`src/rtl/fdiv_seq_if.sv`:
```
// Operand/result bus of the sequential single-precision divider fdiv_seq.
// Both sides are valid/ready. A transfer happens on a rising edge where valid and ready are both high. The sender holds its payload stable while valid=1 and ready=0.
interface fdiv_seq_if;
  logic        in_valid;
  logic        in_ready;
  logic [31:0] num1;
  logic [31:0] num2;
  logic        out_valid;
  logic        out_ready;
  logic [31:0] out_num;
  logic        flag_invalid;
  logic        flag_dz;
  logic        flag_of;
  logic        flag_uf;
  logic        flag_nx;

  modport master (
    output in_valid, num1, num2, out_ready,
    input  in_ready, out_valid, out_num,
    input  flag_invalid, flag_dz, flag_of, flag_uf, flag_nx
  );

  modport slave (
    input  in_valid, num1, num2, out_ready,
    output in_ready, out_valid, out_num,
    output flag_invalid, flag_dz, flag_of, flag_uf, flag_nx
  );
endinterface

```
`src/rtl/fdiv_seq.sv`:
```
// Sequential IEEE-754 single-precision divider (num1/num2) built on a radix-2 restoring mantissa divider.
// Optional macro FDIV_ROUND_NEAREST_EN selects round-to-nearest-even. Without it the result is truncated toward zero.
module fdiv_seq #(
  parameter bit SPECIAL_FAST = 1'b1
) (
  input  logic       clk,
  input  logic       rst,
  fdiv_seq_if.slave  bus,
  output logic [2:0] state_o
);

  localparam logic [2:0]  S_IDLE    = 3'd0;
  localparam logic [2:0]  S_PREP    = 3'd1;
  localparam logic [2:0]  S_DIV     = 3'd2;
  localparam logic [2:0]  S_NORM    = 3'd3;
  localparam logic [2:0]  S_DONE    = 3'd4;
  localparam logic [4:0]  LAST_ITER = 5'd25;
  localparam logic [31:0] QNAN      = 32'h7FC0_0000;

  logic [2:0]        state_q, state_d;
  logic [31:0]       a_q, a_d;
  logic [31:0]       b_q, b_d;
  logic [24:0]       r_q, r_d;
  logic [23:0]       mb_q, mb_d;
  logic [25:0]       q_q, q_d;
  logic signed [9:0] e_q, e_d;
  logic [4:0]        cnt_q, cnt_d;
  logic              special_q, special_d;
  logic [31:0]       res_q, res_d;
  // flags packed as {invalid, dz, of, uf, nx}
  logic [4:0]        flags_q, flags_d;

  logic [7:0] a_exp, b_exp;
  logic       a_zero, b_zero, a_inf, b_inf, a_nan, b_nan;
  logic       sign_r;

  assign a_exp  = a_q[30:23];
  assign b_exp  = b_q[30:23];
  assign a_zero = (a_exp == 8'd0);
  assign b_zero = (b_exp == 8'd0);
  assign a_inf  = (a_exp == 8'hFF) && (a_q[22:0] == 23'd0);
  assign b_inf  = (b_exp == 8'hFF) && (b_q[22:0] == 23'd0);
  assign a_nan  = (a_exp == 8'hFF) && (a_q[22:0] != 23'd0);
  assign b_nan  = (b_exp == 8'hFF) && (b_q[22:0] != 23'd0);
  assign sign_r = a_q[31] ^ b_q[31];

  // Special-case decode. Exponent 0 counts as zero, so denormal operands are flushed.
  logic        sp_hit;
  logic [31:0] sp_res;
  logic [4:0]  sp_flags;

  always_comb begin
    sp_hit   = 1'b1;
    sp_res   = QNAN;
    sp_flags = 5'b00000;
    if (a_nan || b_nan) begin
      sp_res = QNAN;
    end else if ((a_zero && b_zero) || (a_inf && b_inf)) begin
      sp_res   = QNAN;
      sp_flags = 5'b10000;
    end else if (a_inf) begin
      sp_res = {sign_r, 8'hFF, 23'd0};
    end else if (b_zero) begin
      sp_res   = {sign_r, 8'hFF, 23'd0};
      sp_flags = 5'b01000;
    end else if (b_inf || a_zero) begin
      sp_res = {sign_r, 31'd0};
    end else begin
      sp_hit = 1'b0;
    end
  end

  // One restoring step. The partial remainder always stays below 2*mb, so 25 bits hold it.
  logic        step_ge;
  logic [24:0] step_rem;

  assign step_ge  = (r_q >= {1'b0, mb_q});
  assign step_rem = step_ge ? (r_q - {1'b0, mb_q}) : r_q;

  // Normalise, round and pack.
  logic [23:0]       n_mant;
  logic              n_guard, n_sticky;
  logic signed [9:0] n_exp;
  logic              round_up;
  logic [24:0]       n_sum;
  logic [22:0]       r_frac;
  logic signed [9:0] r_exp;
  logic [31:0]       norm_res;
  logic [4:0]        norm_flags;

  always_comb begin
    if (q_q[25]) begin
      n_mant   = q_q[25:2];
      n_guard  = q_q[1];
      n_sticky = q_q[0] | (r_q != 25'd0);
      n_exp    = e_q;
    end else begin
      n_mant   = q_q[24:1];
      n_guard  = q_q[0];
      n_sticky = (r_q != 25'd0);
      n_exp    = e_q - 10'sd1;
    end
  end

`ifdef FDIV_ROUND_NEAREST_EN
  assign round_up = n_guard & (n_sticky | n_mant[0]);
`else
  assign round_up = 1'b0;
`endif

  assign n_sum = {1'b0, n_mant} + {24'd0, round_up};

  always_comb begin
    if (n_sum[24]) begin
      r_frac = n_sum[23:1];
      r_exp  = n_exp + 10'sd1;
    end else begin
      r_frac = n_sum[22:0];
      r_exp  = n_exp;
    end
  end

  always_comb begin
    if (r_exp >= 10'sd255) begin
      norm_res   = {sign_r, 8'hFF, 23'd0};
      norm_flags = 5'b00101;
    end else if (r_exp <= 10'sd0) begin
      norm_res   = {sign_r, 31'd0};
      norm_flags = 5'b00011;
    end else begin
      norm_res   = {sign_r, r_exp[7:0], r_frac};
      norm_flags = {4'b0000, n_guard | n_sticky};
    end
  end

  // Control. A special result rides through DIV/NORM untouched when SPECIAL_FAST=0.
  always_comb begin
    state_d   = state_q;
    a_d       = a_q;
    b_d       = b_q;
    r_d       = r_q;
    mb_d      = mb_q;
    q_d       = q_q;
    e_d       = e_q;
    cnt_d     = cnt_q;
    special_d = special_q;
    res_d     = res_q;
    flags_d   = flags_q;
    case (state_q)
      S_IDLE: begin
        if (bus.in_valid) begin
          a_d     = bus.num1;
          b_d     = bus.num2;
          res_d   = 32'd0;
          flags_d = 5'b00000;
          state_d = S_PREP;
        end
      end
      S_PREP: begin
        cnt_d     = 5'd0;
        special_d = sp_hit;
        if (sp_hit) begin
          res_d   = sp_res;
          flags_d = sp_flags;
          state_d = SPECIAL_FAST ? S_DONE : S_DIV;
        end else begin
          r_d     = {2'b01, a_q[22:0]};
          mb_d    = {1'b1, b_q[22:0]};
          q_d     = 26'd0;
          e_d     = $signed({2'b00, a_exp}) - $signed({2'b00, b_exp}) + 10'sd127;
          state_d = S_DIV;
        end
      end
      S_DIV: begin
        if (!special_q) begin
          q_d = {q_q[24:0], step_ge};
          r_d = step_rem << 1;
        end
        cnt_d = cnt_q + 5'd1;
        if (cnt_q == LAST_ITER) begin
          state_d = S_NORM;
        end
      end
      S_NORM: begin
        if (!special_q) begin
          res_d   = norm_res;
          flags_d = norm_flags;
        end
        state_d = S_DONE;
      end
      S_DONE: begin
        if (bus.out_ready) begin
          state_d = S_IDLE;
        end
      end
      default: state_d = S_IDLE;
    endcase
  end

  always_ff @(posedge clk) begin
    if (rst) begin
      state_q   <= S_IDLE;
      a_q       <= 32'd0;
      b_q       <= 32'd0;
      r_q       <= 25'd0;
      mb_q      <= 24'd0;
      q_q       <= 26'd0;
      e_q       <= 10'sd0;
      cnt_q     <= 5'd0;
      special_q <= 1'b0;
      res_q     <= 32'd0;
      flags_q   <= 5'b00000;
    end else begin
      state_q   <= state_d;
      a_q       <= a_d;
      b_q       <= b_d;
      r_q       <= r_d;
      mb_q      <= mb_d;
      q_q       <= q_d;
      e_q       <= e_d;
      cnt_q     <= cnt_d;
      special_q <= special_d;
      res_q     <= res_d;
      flags_q   <= flags_d;
    end
  end

  assign bus.in_ready     = (state_q == S_IDLE);
  assign bus.out_valid    = (state_q == S_DONE);
  assign bus.out_num      = res_q;
  assign bus.flag_invalid = flags_q[4];
  assign bus.flag_dz      = flags_q[3];
  assign bus.flag_of      = flags_q[2];
  assign bus.flag_uf      = flags_q[1];
  assign bus.flag_nx      = flags_q[0];
  assign state_o          = state_q;

endmodule

```
`src/flat_wrapper.sv`:
```
// flat-port wrapper written by rule: the top's interface ports become plain ports
module fdiv_seq_flat 
#(
  parameter bit SPECIAL_FAST = 1'b1
)
  (clk, rst, state_o, bus_in_valid, bus_num1, bus_num2, bus_out_ready, bus_in_ready, bus_out_valid, bus_out_num, bus_flag_invalid, bus_flag_dz, bus_flag_of, bus_flag_uf, bus_flag_nx);
  fdiv_seq_if bus_i ();
  input  logic clk;
  input  logic rst;
  output logic [2:0] state_o;
  input wire logic [$bits(bus_i.in_valid)-1:0] bus_in_valid;
  input wire logic [$bits(bus_i.num1)-1:0] bus_num1;
  input wire logic [$bits(bus_i.num2)-1:0] bus_num2;
  input wire logic [$bits(bus_i.out_ready)-1:0] bus_out_ready;
  output wire logic [$bits(bus_i.in_ready)-1:0] bus_in_ready;
  output wire logic [$bits(bus_i.out_valid)-1:0] bus_out_valid;
  output wire logic [$bits(bus_i.out_num)-1:0] bus_out_num;
  output wire logic [$bits(bus_i.flag_invalid)-1:0] bus_flag_invalid;
  output wire logic [$bits(bus_i.flag_dz)-1:0] bus_flag_dz;
  output wire logic [$bits(bus_i.flag_of)-1:0] bus_flag_of;
  output wire logic [$bits(bus_i.flag_uf)-1:0] bus_flag_uf;
  output wire logic [$bits(bus_i.flag_nx)-1:0] bus_flag_nx;
  assign bus_i.in_valid = bus_in_valid;
  assign bus_i.num1 = bus_num1;
  assign bus_i.num2 = bus_num2;
  assign bus_i.out_ready = bus_out_ready;
  assign bus_in_ready = bus_i.in_ready;
  assign bus_out_valid = bus_i.out_valid;
  assign bus_out_num = bus_i.out_num;
  assign bus_flag_invalid = bus_i.flag_invalid;
  assign bus_flag_dz = bus_i.flag_dz;
  assign bus_flag_of = bus_i.flag_of;
  assign bus_flag_uf = bus_i.flag_uf;
  assign bus_flag_nx = bus_i.flag_nx;
  fdiv_seq #(.SPECIAL_FAST(SPECIAL_FAST)) u_core (.clk(clk), .rst(rst), .bus(bus_i), .state_o(state_o));
endmodule
```
`config.mk`:
```
export PLATFORM = sky130hd
export DESIGN_NAME = fdiv_seq_flat
export DESIGN_NICKNAME = d
export VERILOG_FILES = /design/src/rtl/fdiv_seq_if.sv /design/src/rtl/fdiv_seq.sv /design/src/flat_wrapper.sv
export SDC_FILE = /design/constraint.sdc
export NUM_CORES = 1
export LEC_CHECK = 0
export BUFFER_PORTS_ARGS = -buffer_cell sky130_fd_sc_hd__buf_2
export CAP_MARGIN = 0
export CORE_MARGIN = 2
export CORE_UTILIZATION = 30
export CTS_BUF_LIST = sky130_fd_sc_hd__clkbuf_4 sky130_fd_sc_hd__clkbuf_8 sky130_fd_sc_hd__clkbuf_16
export CTS_CLUSTER_DIAMETER = 50
export DETAILED_ROUTE_END_ITERATION = 6
export PLACE_DENSITY = 0.57
export SYNTH_ARGS = -nofsm -noshare
export SYNTH_HDL_FRONTEND = slang
export SYNTH_SLANG_ARGS = --single-unit
export TNS_END_PERCENT = 10
```
`constraint.sdc`:
```
create_clock -name clk -period 3.8 [get_ports clk]
set_input_delay 0.76 -clock clk [delete_from_list [all_inputs] [get_ports clk]]
set_output_delay 0.76 -clock clk [all_outputs]
set_load 0.05 [all_outputs]
```
==> results of run 1 <==
[power by group through the flow]
| stage | clock, W | sequential, W | combinational [W] |
|---|---|---|---|
| after global routing | 0.00203 | 0.00230 | 0.00231 |
| after CTS | 0.00195 | 0.00228 | 0.00208 |
| after floorplan | 0 | 0.00234 | 0.00165 |
| final | 0.00190 | 0.00228 | 0.00208 |
| after global placement | 0 | 0.00233 | 0.00205 |
| after detailed placement | 0 | 0.00233 | 0.00207 |
[logic make-up after synthesis]
group	after synthesis
and+or+nand+nor	501
DFF	195
adders and majority gates	38
AOI/OAI and AO/OA	340
buffers and inverters	137
xor gates and xnor gates	42
muxes	39
[per-layer routing]
metal  wire length (um)  part of all wire  GRT usage  vias to the layer above
li1                   -                 -          -                     4633
met1              13600              0.50      0.212                     4282
met2              12000              0.44      0.247                      177
met3               1090             0.040     0.0300                       32
met4                624             0.023     0.0588                        0
met5                  0                 0          0                        -
[sequential cells by signal, summed over array words and instances (netlist names)]
register and cells:
u_core.a_q 32, u_core.b_q 32, u_core.bus.out_num 32, u_core.cnt_q 5, u_core.e_q 10, u_core.flags_q 5
u_core.mb_q 24, u_core.q_q 26, u_core.r_q 25, u_core.special_q 1, u_core.state_o 3
[how the worst max path moves through the flow]
| stage | from | end | slack [ns] | cells after the start |
|---|---|---|---|---|
| after global placement | u_core.e_q[0] | u_core.bus.out_num[19] | 0.39 | 10 |
| after CTS | u_core.e_q[0] | u_core.bus.out_num[19] | 0.28 | 10 |
| final | u_core.e_q[0] | u_core.bus.out_num[19] | 0.46 | 10 |
| after floorplan | u_core.state_o[0] | u_core.a_q[10] | 0.87 | 7 |
| after global routing | u_core.e_q[0] | u_core.bus.out_num[4] | 0.13 | 10 |
| after detailed placement | u_core.e_q[0] | u_core.bus.out_num[20] | 0.31 | 10 |
[cells in the final DEF (no fill, tap or decap), drive strengths merged, types with 4 or more instances in the layout]
cell and instances:
nand3b 4, nor3 46, clkbuf 17, a31o 9
xnor2 24, buf 129, o31ai 5, a311oi 6
ha 36, dfxtp 195, nor2b 6, nand2 250
nor4 29, o21a 4, nand4 11, a21oi 194
a31oi 12, inv 61, o22ai 9, xor2 18
a21o 11, mux2i 36, nor2 85, or3 8
o21ai 40, o211ai 6, clkinv 5, nand3 42
a211oi 20, nand2b 5
[per-stage QoR]
stage / setup slack, ns / hold WS, ns / instance area (um^2) / instances
after floorplan: 0.874 / 0.430 / 10100 / 1292
after global placement: 0.385 / 0.446 / 11000 / 1783
after detailed placement: 0.310 / 0.448 / 11000 / 1783
after CTS: 0.284 / 0.459 / 11600 / 1815
after global routing: 0.126 / 0.474 / 11600 / 1815
final: 0.459 / 0.459 / 11600 / 1815
[critical path, delay by kind of cell (launching register included)]
| kind | cells | cell delay [ns] |
|---|---|---|
| AND/OR/NAND/NOR | 5 | 1.72 |
| AO/OA/AOI/OAI | 2 | 0.76 |
| flip-flops | 1 | 0.38 |
| adder cells (fa/ha/maj) | 1 | 0.20 |
| XOR/XNOR | 1 | 0.11 |
| buffers and inverters | 1 | 0.10 |
[final cells by class]
cell class | instances | area, um^2 | area share
Clock buffer | 17 | 425 | 0.0365
Clock inverter | 15 | 199 | 0.0171
Inverter | 51 | 191 | 0.0164
Multi-Input combinational cell | 960 | 5650 | 0.485
Sequential cell | 195 | 3910 | 0.335
Tap cell | 448 | 561 | 0.0481
Timing Repair Buffer | 129 | 714 | 0.0614
==> results.ini, run 1 <==
[status]
status=complete, no violations

[clocking]
clk_latency_ns=0.47
cts_sinks=195
post_cts_resized=0
cts_tree=built
clk_pin_slew_ns=0.08
htreeDepth=4
cts_setup_buffers=0
cts_buffer_depth=2
hold_buffers=0
clockRootBuffer=clkbuf_16
cts_buffers=17

[yosys]
synth-simple-area-share=0.232
synth-adder-area-share=0.0486
synth_xor_area_frac=0.0364
synth_area_leaders=dfxtp_1 39%, a21oi_1 9.6%, nand2_1 9.3%
ys_warn_count=0
synthMuxAreaShare=0.0390
yosysMostFrequentCell=nand2_1
synth.avg_cell_area_um2=7.82
ys_seq_area_frac=0.387
ys_seq_elements=195
synth_top_area_cell=dfxtp_1
synth_top_family_by_area=simple AND/OR/NAND/NOR gates
syn_inst=1292
ys_types=71
synth_compound_area_frac=0.200
async_reset_ff_frac=0
syn_nets=1398
syn-cell-area_um2=10100
ys.flop_type=dfxtp_1
synthTopCellsByCount=250 x nand2_1, 195 x dfxtp_1, 194 x a21oi_1
synth_enable_flop_cells=0
yosys.area.top_type_share=0.387

[drt]
drc=0
viasPerCell=5.03
first_pass_iters=5
wire_per_inst_um=15.0
postRouteAntennaNets=0
wl_um=27300
vias=9124
drt-initial-drc-count=580

[setup_path]
start_kind=flop
critical_path_class=flop to flop
ff2ff_setup_slack_ns=0.46
reg2reg_to=u_core.bus.out_num[19]
crit_fanout=23
cpMostUsedCell=nor3_1
crit_path_max_incr_delay_ns=0.70
r2r_cells=10
cp_cell_sequence=inv_1, ha_1, or4b_1, nor3_1, xor2_1, o21bai_1, nand3_4, nor3_1, a21oi_1, nor2_1
critPathCaptureType=flop
reg2reg_from=u_core.e_q[0]
cp_slowest_cell=o21bai_1
cp_data_arrival_time_ns=3.72
cp_data_required_time_ns=4.18

[pwr]
comb_power_share=0.332
leakagePower_nw=4.34
power_frac_seq=0.364
p_clk_frac=0.304
power.total_w=0.00627
p_int_w=0.00388
switching_share=0.381
irDropWorstVdd_uv=335
p_switching_w=0.00239
power_density_nw_per_um2=539

[floorplan]
coreArea_um2=33400
rows=67
io_pins=110
dieHeight_um=187
die_w_um=187
initial_core_util=0.303
dieArea_um2=35100

[timing]
relSlewSlack=0.324
setup_viol=0
layout_min_cycle_time_ns=3.34
timing_hold_violations_final=0
slew_violations=0
rsz0062_at_grt=no
finClkSkew_ns=0.0272
max_freq_mhz=299
fin_tns_setup_ns=0
tightest_slew_ns=1.01
finalCritPeriodShare=0.879

[finish]
layout-drive-gt1-share=0.154
nFillCells=3584
fin_util=0.349
n_antenna_cell=0
layout.nets=1460
area_delta_synth_final_pct=15.3

[place]
place_congestion=0.860
port-buffer-count=109
dp_hpwl_um=19200

[grt]
grt_antenna_before_repair=0
grt_pass1_wl_um=44800
grt_pass1_vias=8688
grt_max_degree=93
grt_usage=0.157
overflow=0

[flow_run]
cap_violations=0

[worst_hold_path]
hold_path.startpoint=u_core.mb_q[21]
worstHoldPathCells=2
hold_class=flop to flop
hold-path-endpoint=u_core.mb_q[21]

Power figures use the tool's default switching activity.
==> run 2, diff against run 1 <==
- ABC_AREA: unset -> 1
==> run 2 against run 1 <==
Effect of this change: sequential cell count did not move; cell count increased by 15%; die area increased by 3.1%; largest cell class unchanged.
==> results.ini, run 2 <==
[setup_path]
ff2ff_setup_slack_ns=1.04  ; was 0.46 ns
cpMostUsedCell=nand2_1  ; was nor3_1
start_kind=flop  ; unchanged
r2r_cells=15  ; was 10
cp_top_family=simple AND/OR/NAND/NOR gates  ; unchanged
cp_cell_sequence=inv_1, ha_1, a21oi_1, o21ai_2, nand2_1, nand2_1, nand2_1, nand2_1, nand2_1, nand3_2, buf_4, o21ai_0, nor2_1, nor2_1, nor2_1  ; was inv_1, ha_1, or4b_1, nor3_1, xor2_1, o21bai_1, nand3_4, nor3_1, a21oi_1, nor2_1
critical_path.startpoint=u_core.mb_q[2]  ; was u_core.e_q[0]
reg2reg_to=u_core.r_q[19]  ; was u_core.bus.out_num[19]
reg2reg_from=u_core.mb_q[2]  ; was u_core.e_q[0]
crit_fanout=26  ; was 23
cp_data_required_time_ns=4.13  ; was 4.18 ns
cp_data_arrival_time_ns=3.09  ; was 3.72 ns
critPathBufInv=2  ; was 1
critPathCaptureType=flop  ; unchanged
critical_path_class=flop to flop  ; unchanged
crit_path_max_incr_delay_ns=0.37  ; was 0.70 ns
cp_slowest_cell=ha_1  ; was o21bai_1

[drt]
wl_met1_um=14300  ; was 13600 um
top_layer=met4  ; unchanged
drc=0  ; unchanged
wl_um=29400  ; was 27300 um
drt-initial-drc-count=614  ; was 580
dr_wl_met3_um=1060  ; was 1090 um
vias=10100  ; was 9124
first_pass_iters=5  ; unchanged
viasPerCell=4.82  ; was 5.03
postRouteAntennaNets=0  ; unchanged
wire_per_inst_um=14.1  ; was 15.0 um
wl_met2_um=13300  ; was 12000 um

[timing]
max_freq_mhz=363  ; was 299 MHz
tightest_slew_ns=0.787  ; was 1.01 ns
layout_min_cycle_time_ns=2.76  ; was 3.34 ns
slew_violations=0  ; unchanged
timing_hold_violations_final=0  ; unchanged
finClkSkew_ns=0.0145  ; was 0.0272 ns
fin_tns_setup_ns=0  ; unchanged
finalCritPeriodShare=0.726  ; was 0.879
rsz0062_at_grt=no  ; unchanged
relSlewSlack=0.472  ; was 0.324
setup_viol=0  ; unchanged

[finish]
final_cell_mix=372 x nand2_1, 195 x dfxtp_1, 170 x inv_1, 168 x a21oi_1, 150 x nor2_1  ; was 249 x nand2_1, 194 x a21oi_1, 194 x dfxtp_1, 108 x buf_2, 83 x nor2_1
n_antenna_cell=0  ; unchanged
area_delta_synth_final_pct=14.3  ; was 15.3%
layout-drive-gt1-share=0.123  ; was 0.154
layout.nets=1723  ; was 1460
layout_commonest_cell=nand2_1  ; unchanged

[pwr]
power.total_w=0.0118  ; was 0.00627 W
leakagePower_nw=5.20  ; was 4.34 nW
power_density_nw_per_um2=990  ; was 539 nW/um^2
irDropWorstVdd_uv=391  ; was 335 uV

[yosys]
ys_seq_area_frac=0.375  ; was 0.387
ys_warn_count=0  ; unchanged
synth_enable_flop_cells=0  ; unchanged
syn-cell-area_um2=10400  ; was 10100 um^2
yosysMostFrequentCell=nand2_1  ; unchanged
yosys.area.top_type_share=0.375  ; was 0.387
syn_nets=1647  ; was 1398
synth_area_leaders=dfxtp_1 37%, nand2_1 13%, a21oi_1 8.1%  ; was dfxtp_1 39%, a21oi_1 9.6%, nand2_1 9.3%
syn_inst=1541  ; was 1292
synth.avg_cell_area_um2=6.76  ; was 7.82 um^2
synth_top_area_cell=dfxtp_1  ; unchanged
synthTopCellsByCount=373 x nand2_1, 195 x dfxtp_1, 171 x inv_1  ; was 250 x nand2_1, 195 x dfxtp_1, 194 x a21oi_1
ys.flop_type=dfxtp_1  ; unchanged
async_reset_ff_frac=0  ; unchanged
ys_types=42  ; was 71
ys_seq_elements=195  ; unchanged

[floorplan]
coreArea_um2=34400  ; was 33400 um^2
rows=68  ; was 67
dieHeight_um=190  ; was 187 um
io_pins=110  ; unchanged
die_w_um=190  ; was 187 um
initial_core_util=0.303  ; about the same
dieArea_um2=36200  ; was 35100 um^2

[clocking]
cts_sinks=195  ; unchanged
post_cts_resized=0  ; unchanged
hold_buffers=0  ; unchanged
cts_tree=built  ; unchanged
clk_pin_slew_ns=0.07  ; was 0.08 ns
htreeDepth=4  ; unchanged
cts_buffer_depth=2  ; unchanged
clockRootBuffer=clkbuf_16  ; unchanged
cts_setup_buffers=0  ; unchanged
cts_buffers=17  ; unchanged
clk_latency_ns=0.44  ; was 0.47 ns

[grt]
grt_antenna_before_repair=0  ; unchanged
grt_pass1_vias=9385  ; was 8688
grt_pass1_wl_um=48300  ; was 44800 um
grt_usage=0.166  ; was 0.157
overflow=0  ; unchanged
grt_max_degree=76  ; was 93

[place]
place_congestion=0.931  ; was 0.860
port-buffer-count=109  ; unchanged
dp_hpwl_um=21900  ; was 19200 um

[flow_run]
cap_violations=0  ; unchanged

[worst_hold_path]
hold_path.startpoint=u_core.r_q[0]  ; was u_core.mb_q[21]
hold-path-endpoint=u_core.r_q[0]  ; was u_core.mb_q[21]
hold_class=flop to flop  ; unchanged
worstHoldPathCells=2  ; unchanged

[status]
status=complete, no violations  ; unchanged

## run 2: cell count changes after synthesis, sizes merged, moves of 19 or more
cell    before  now
clkbuf      68   44
nor3        46   14
nor4        29    9
nor2        85  161
mux2i       36    0
o21ai       40  150
a211oi      20    0
nand3       42   78
nand2      250  376
nand4       11   30
inv         51  176
## run 2: through the flow
| step | util | setup WS, ns | cells | cell area [um^2] | hold WS [ns] |
|---|---|---|---|---|---|
| 6_report | 0.346 | 1.04 | 2084 | 11900 | 0.461 |
| 5_1_grt | 0.346 | 0.713 | 2084 | 11900 | 0.497 |
| 4_1_cts | 0.346 | 1.04 | 2084 | 11900 | 0.463 |
| 3_5_place_dp | 0.330 | 1.06 | 2053 | 11300 | 0.452 |
| 3_3_place_gp | 0.330 | 1.03 | 2053 | 11300 | 0.453 |
| 2_1_floorplan | - | 1.20 | 1541 | 10400 | 0.435 |
## run 2: power by group
group	total [W]	internal, W	switching [W]	leakage (nW)
registers	0.00287	0.00255	0.000316	1.59
logic	0.00711	0.00220	0.00491	3.33
clock network	0.00181	0.000953	0.000857	0.280
total	0.0118	0.00571	0.00608	5.20
## run 2: worst max path at each step
stage	endpoint	slack, ns	depth (start not counted)
after CTS	u_core.r_q[19]	1.04	16
after floorplan	bus_out_valid	1.20	2
after global placement	u_core.r_q[19]	1.03	16
after detailed placement	u_core.r_q[19]	1.06	16
final	u_core.r_q[19]	1.04	15
after global routing	u_core.r_q[19]	0.71	12
## run 2: worst min-delay path, cell delays in order (launching register included)
cell and delay, ns:
dfxtp_1 0.31, nand2_1 0.06, a21oi_1 0.05
## run 2: layer usage
| layer | vias to the layer above | GRT usage |
|---|---|---|
| met1 | 4635 | 0.229 |
| met4 | 0 | 0.0587 |
| met3 | 35 | 0.0193 |
| met5 | - | 0 |
| met2 | 201 | 0.266 |
| li1 | 5182 | - |
## run 2: final cells by class
| cell class | instances | area [um^2] |
|---|---|---|
| fill | 3737 | 22500 |
| multi-input combinational | 1101 | 5530 |
| sequential | 195 | 3900 |
| inverter | 178 | 668 |
| timing repair buffer | 124 | 658 |
| tap | 455 | 569 |
| clock buffer | 19 | 453 |
| clock inverter | 12 | 121 |
## run 2: logic make-up after synthesis
logic type,count (synthesis),synth area share
compound gates,366,0.186
xor+xnor,25,0.0217
fa+ha+maj,38,0.0471
buf+inv,245,0.0947
flops,195,0.375
simple gates,672,0.275
==> run 3, diff against run 2 <==
- PLACE_DENSITY: 0.57 -> 0.59
- clock period: 3.8 -> 2.2 ns (I/O delays scaled with it)
==> run 3 against run 2 <==
Effect of this change: the run now ends with setup timing left; combinational power increased to 2.5 times the previous value; sequential share of layout area shrank 4.7 points; die area unchanged; critical path type unchanged.
==> results.ini, run 3 (synthesized netlist as in run 2, its figures left out) <==
[clocking]
clk_pin_slew_ns=0.08  ; was 0.07 ns
hold_buffers=0  ; unchanged
clockRootBuffer=clkbuf_16  ; unchanged
clk_latency_ns=0.45  ; was 0.44 ns
cts_tree=built  ; unchanged
cts_buffers=17  ; unchanged
cts_buffer_depth=2  ; unchanged
cts_sinks=195  ; unchanged
htreeDepth=4  ; unchanged

[floorplan]
initial_core_util=0.303  ; unchanged
dieArea_um2=36200  ; unchanged
rows=68  ; unchanged
die_w_um=190  ; unchanged
coreArea_um2=34400  ; unchanged
dieHeight_um=190  ; unchanged
io_pins=110  ; unchanged

[place]
dp_cells=2152  ; was 2053
port-buffer-count=109  ; unchanged
dp_hpwl_um=23100  ; was 21900 um
place_congestion=0.937  ; was 0.931

[drt]
postRouteAntennaNets=0  ; unchanged
wl_um=33000  ; was 29400 um
wire_per_inst_um=15.0  ; was 14.1 um
drc=0  ; unchanged
drt-initial-drc-count=602  ; was 614
first_pass_iters=5  ; unchanged
viasPerCell=4.87  ; was 4.82
vias=10700  ; was 10100

[setup_path]
critPathBufInv=3  ; was 2
crit_fanout=7  ; was 26
cpMostUsedCell=nor2_1  ; was nand2_1
start_kind=flop  ; unchanged
cp_data_required_time_ns=2.54  ; was 4.13 ns
crit_path_max_incr_delay_ns=0.34  ; was 0.37 ns
cp_data_arrival_time_ns=2.62  ; was 3.09 ns
cp_cell_sequence=inv_4, ha_4, nand2_4, inv_4, nand2_4, nor4_4, nand3_2, nand3_4, clkinvlp_4, nor2_4, nor2_1, nor2_1, nor2_1  ; was inv_1, ha_1, a21oi_1, o21ai_2, nand2_1, nand2_1, nand2_1, nand2_1, nand2_1, nand3_2, buf_4, o21ai_0, nor2_1, nor2_1, nor2_1
critPathCaptureType=flop  ; unchanged
cp_top_family=simple AND/OR/NAND/NOR gates  ; unchanged
critical_path_class=flop to flop  ; unchanged
cp_slowest_cell=dfxtp_2  ; was ha_1

[timing]
fin_ws_ns=-0.0792  ; was 1.04 ns
slew_violations=0  ; unchanged
tightest_slew_ns=0.725  ; was 0.787 ns
relSlewSlack=0.517  ; was 0.472
rsz0062_at_grt=yes  ; was no
layout_min_cycle_time_ns=2.28  ; was 2.76 ns
finalCritPeriodShare=1.04  ; was 0.726
finClkSkew_ns=0.0157  ; was 0.0145 ns
timing_hold_violations_final=0  ; unchanged
max_freq_mhz=439  ; was 363 MHz
setup_viol=5  ; was 0

[flow_run]
cap_violations=0  ; unchanged

[grt]
grt_usage=0.172  ; was 0.166
grt_pass1_wl_um=50200  ; was 48300 um
overflow=0  ; unchanged
grt_antenna_before_repair=0  ; unchanged
grt_max_degree=58  ; was 76
grt_pass1_vias=9914  ; was 9385

[finish]
layout-drive-gt1-share=0.278  ; was 0.123
final_cell_mix=342 x nand2_1, 182 x dfxtp_1, 152 x a21oi_1, 144 x inv_1, 134 x o21ai_0  ; was 372 x nand2_1, 195 x dfxtp_1, 170 x inv_1, 168 x a21oi_1, 150 x nor2_1
layout_commonest_cell=nand2_1  ; unchanged
n_antenna_cell=0  ; unchanged
fin_util=0.406  ; was 0.346
nFillCells=3573  ; was 3737
area_delta_synth_final_pct=34.1  ; was 14.3%
final_cells=2205  ; was 2084
layout.nets=1843  ; was 1723

[pwr]
leakagePower_nw=6.03  ; was 5.20 nW
power.total_w=0.0264  ; was 0.0118 W
irDropWorstVdd_uv=1120  ; was 391 uV
power_density_nw_per_um2=1890  ; was 990 nW/um^2

[status]
violations=setup timing
status=finished, violations left  ; was complete, no violations

[worst_hold_path]
hold_class=input pin to flop  ; was flop to flop

-- run 3: worst min-delay path, delay by kind of cell --
| family | cells | cell delay, ns |
|---|---|---|
| AOI/OAI and AO/OA | 2 | 0.17 |
| buffers and inverters | 1 | 0.07 |
-- run 3: path summary, 6_finish.rpt --
path / from / end / slack, ns / cells after the start
worst max-delay path: u_core.mb_q[18] / u_core.r_q[22] / -0.08 / 13
worst min-delay path: bus_num1[30] / u_core.a_q[30] / 0.27 / 3
worst max register to register: u_core.mb_q[18] / u_core.r_q[22] / -0.08 / 13
worst min register to register: u_core.a_q[2] / u_core.a_q[2] / 0.46 / 2
-- run 3: layout make-up --
cell class	count	area, um^2	area share
inverter	178	679	0.0487
sequential	195	3920	0.281
clock inverter	13	190	0.0136
timing repair buffer	244	1840	0.132
multi-input combinational	1101	6310	0.452
clock buffer	19	453	0.0324
tap	455	569	0.0408
-- run 3: routing by layer --
layer / part of all wire / vias to the layer above / wire length (um) / global-route usage
li1: - / 5428 / - / -
met3: 0.041 / 61 / 1350 / 0.0252
met5: 0 / - / 0 / 0
met1: 0.46 / 4993 / 15400 / 0.232
met2: 0.46 / 254 / 15200 / 0.276
met4: 0.035 / 0 / 1140 / 0.0698
-- run 3: power breakdown --
part           internal (W)  leakage [nW]  switching, W  total (W)
registers           0.00442          1.60      0.000568    0.00499
logic               0.00724          4.12        0.0107     0.0180
clock network       0.00190         0.309       0.00154    0.00344
total                0.0136          6.03        0.0128     0.0264
-- run 3: per-stage QoR --
| stage | hold WS (ns) | cell area [um^2] | TNS [ns] | worst slack, ns |
|---|---|---|---|---|
| 2_1_floorplan | 0.435 | 10400 | -0.0762 | -0.0762 |
| 3_3_place_gp | 0.455 | 12200 | -0.379 | -0.0666 |
| 3_5_place_dp | 0.456 | 12200 | -1.25 | -0.109 |
| 4_1_cts | 0.262 | 13000 | -0.00467 | -0.00377 |
| 5_1_grt | 0.284 | 14000 | -2.56 | -0.160 |
| 6_report | 0.274 | 14000 | -0.273 | -0.0792 |
-- run 3: repair_timing --
item | 4_1_cts | 5_1_grt
setup buffers | 0 | 13
resized for setup | 38 | 173
endpoints found under the setup margin | 23 | 114
pin swaps | 2 | 51
gates cloned | 1 | 7
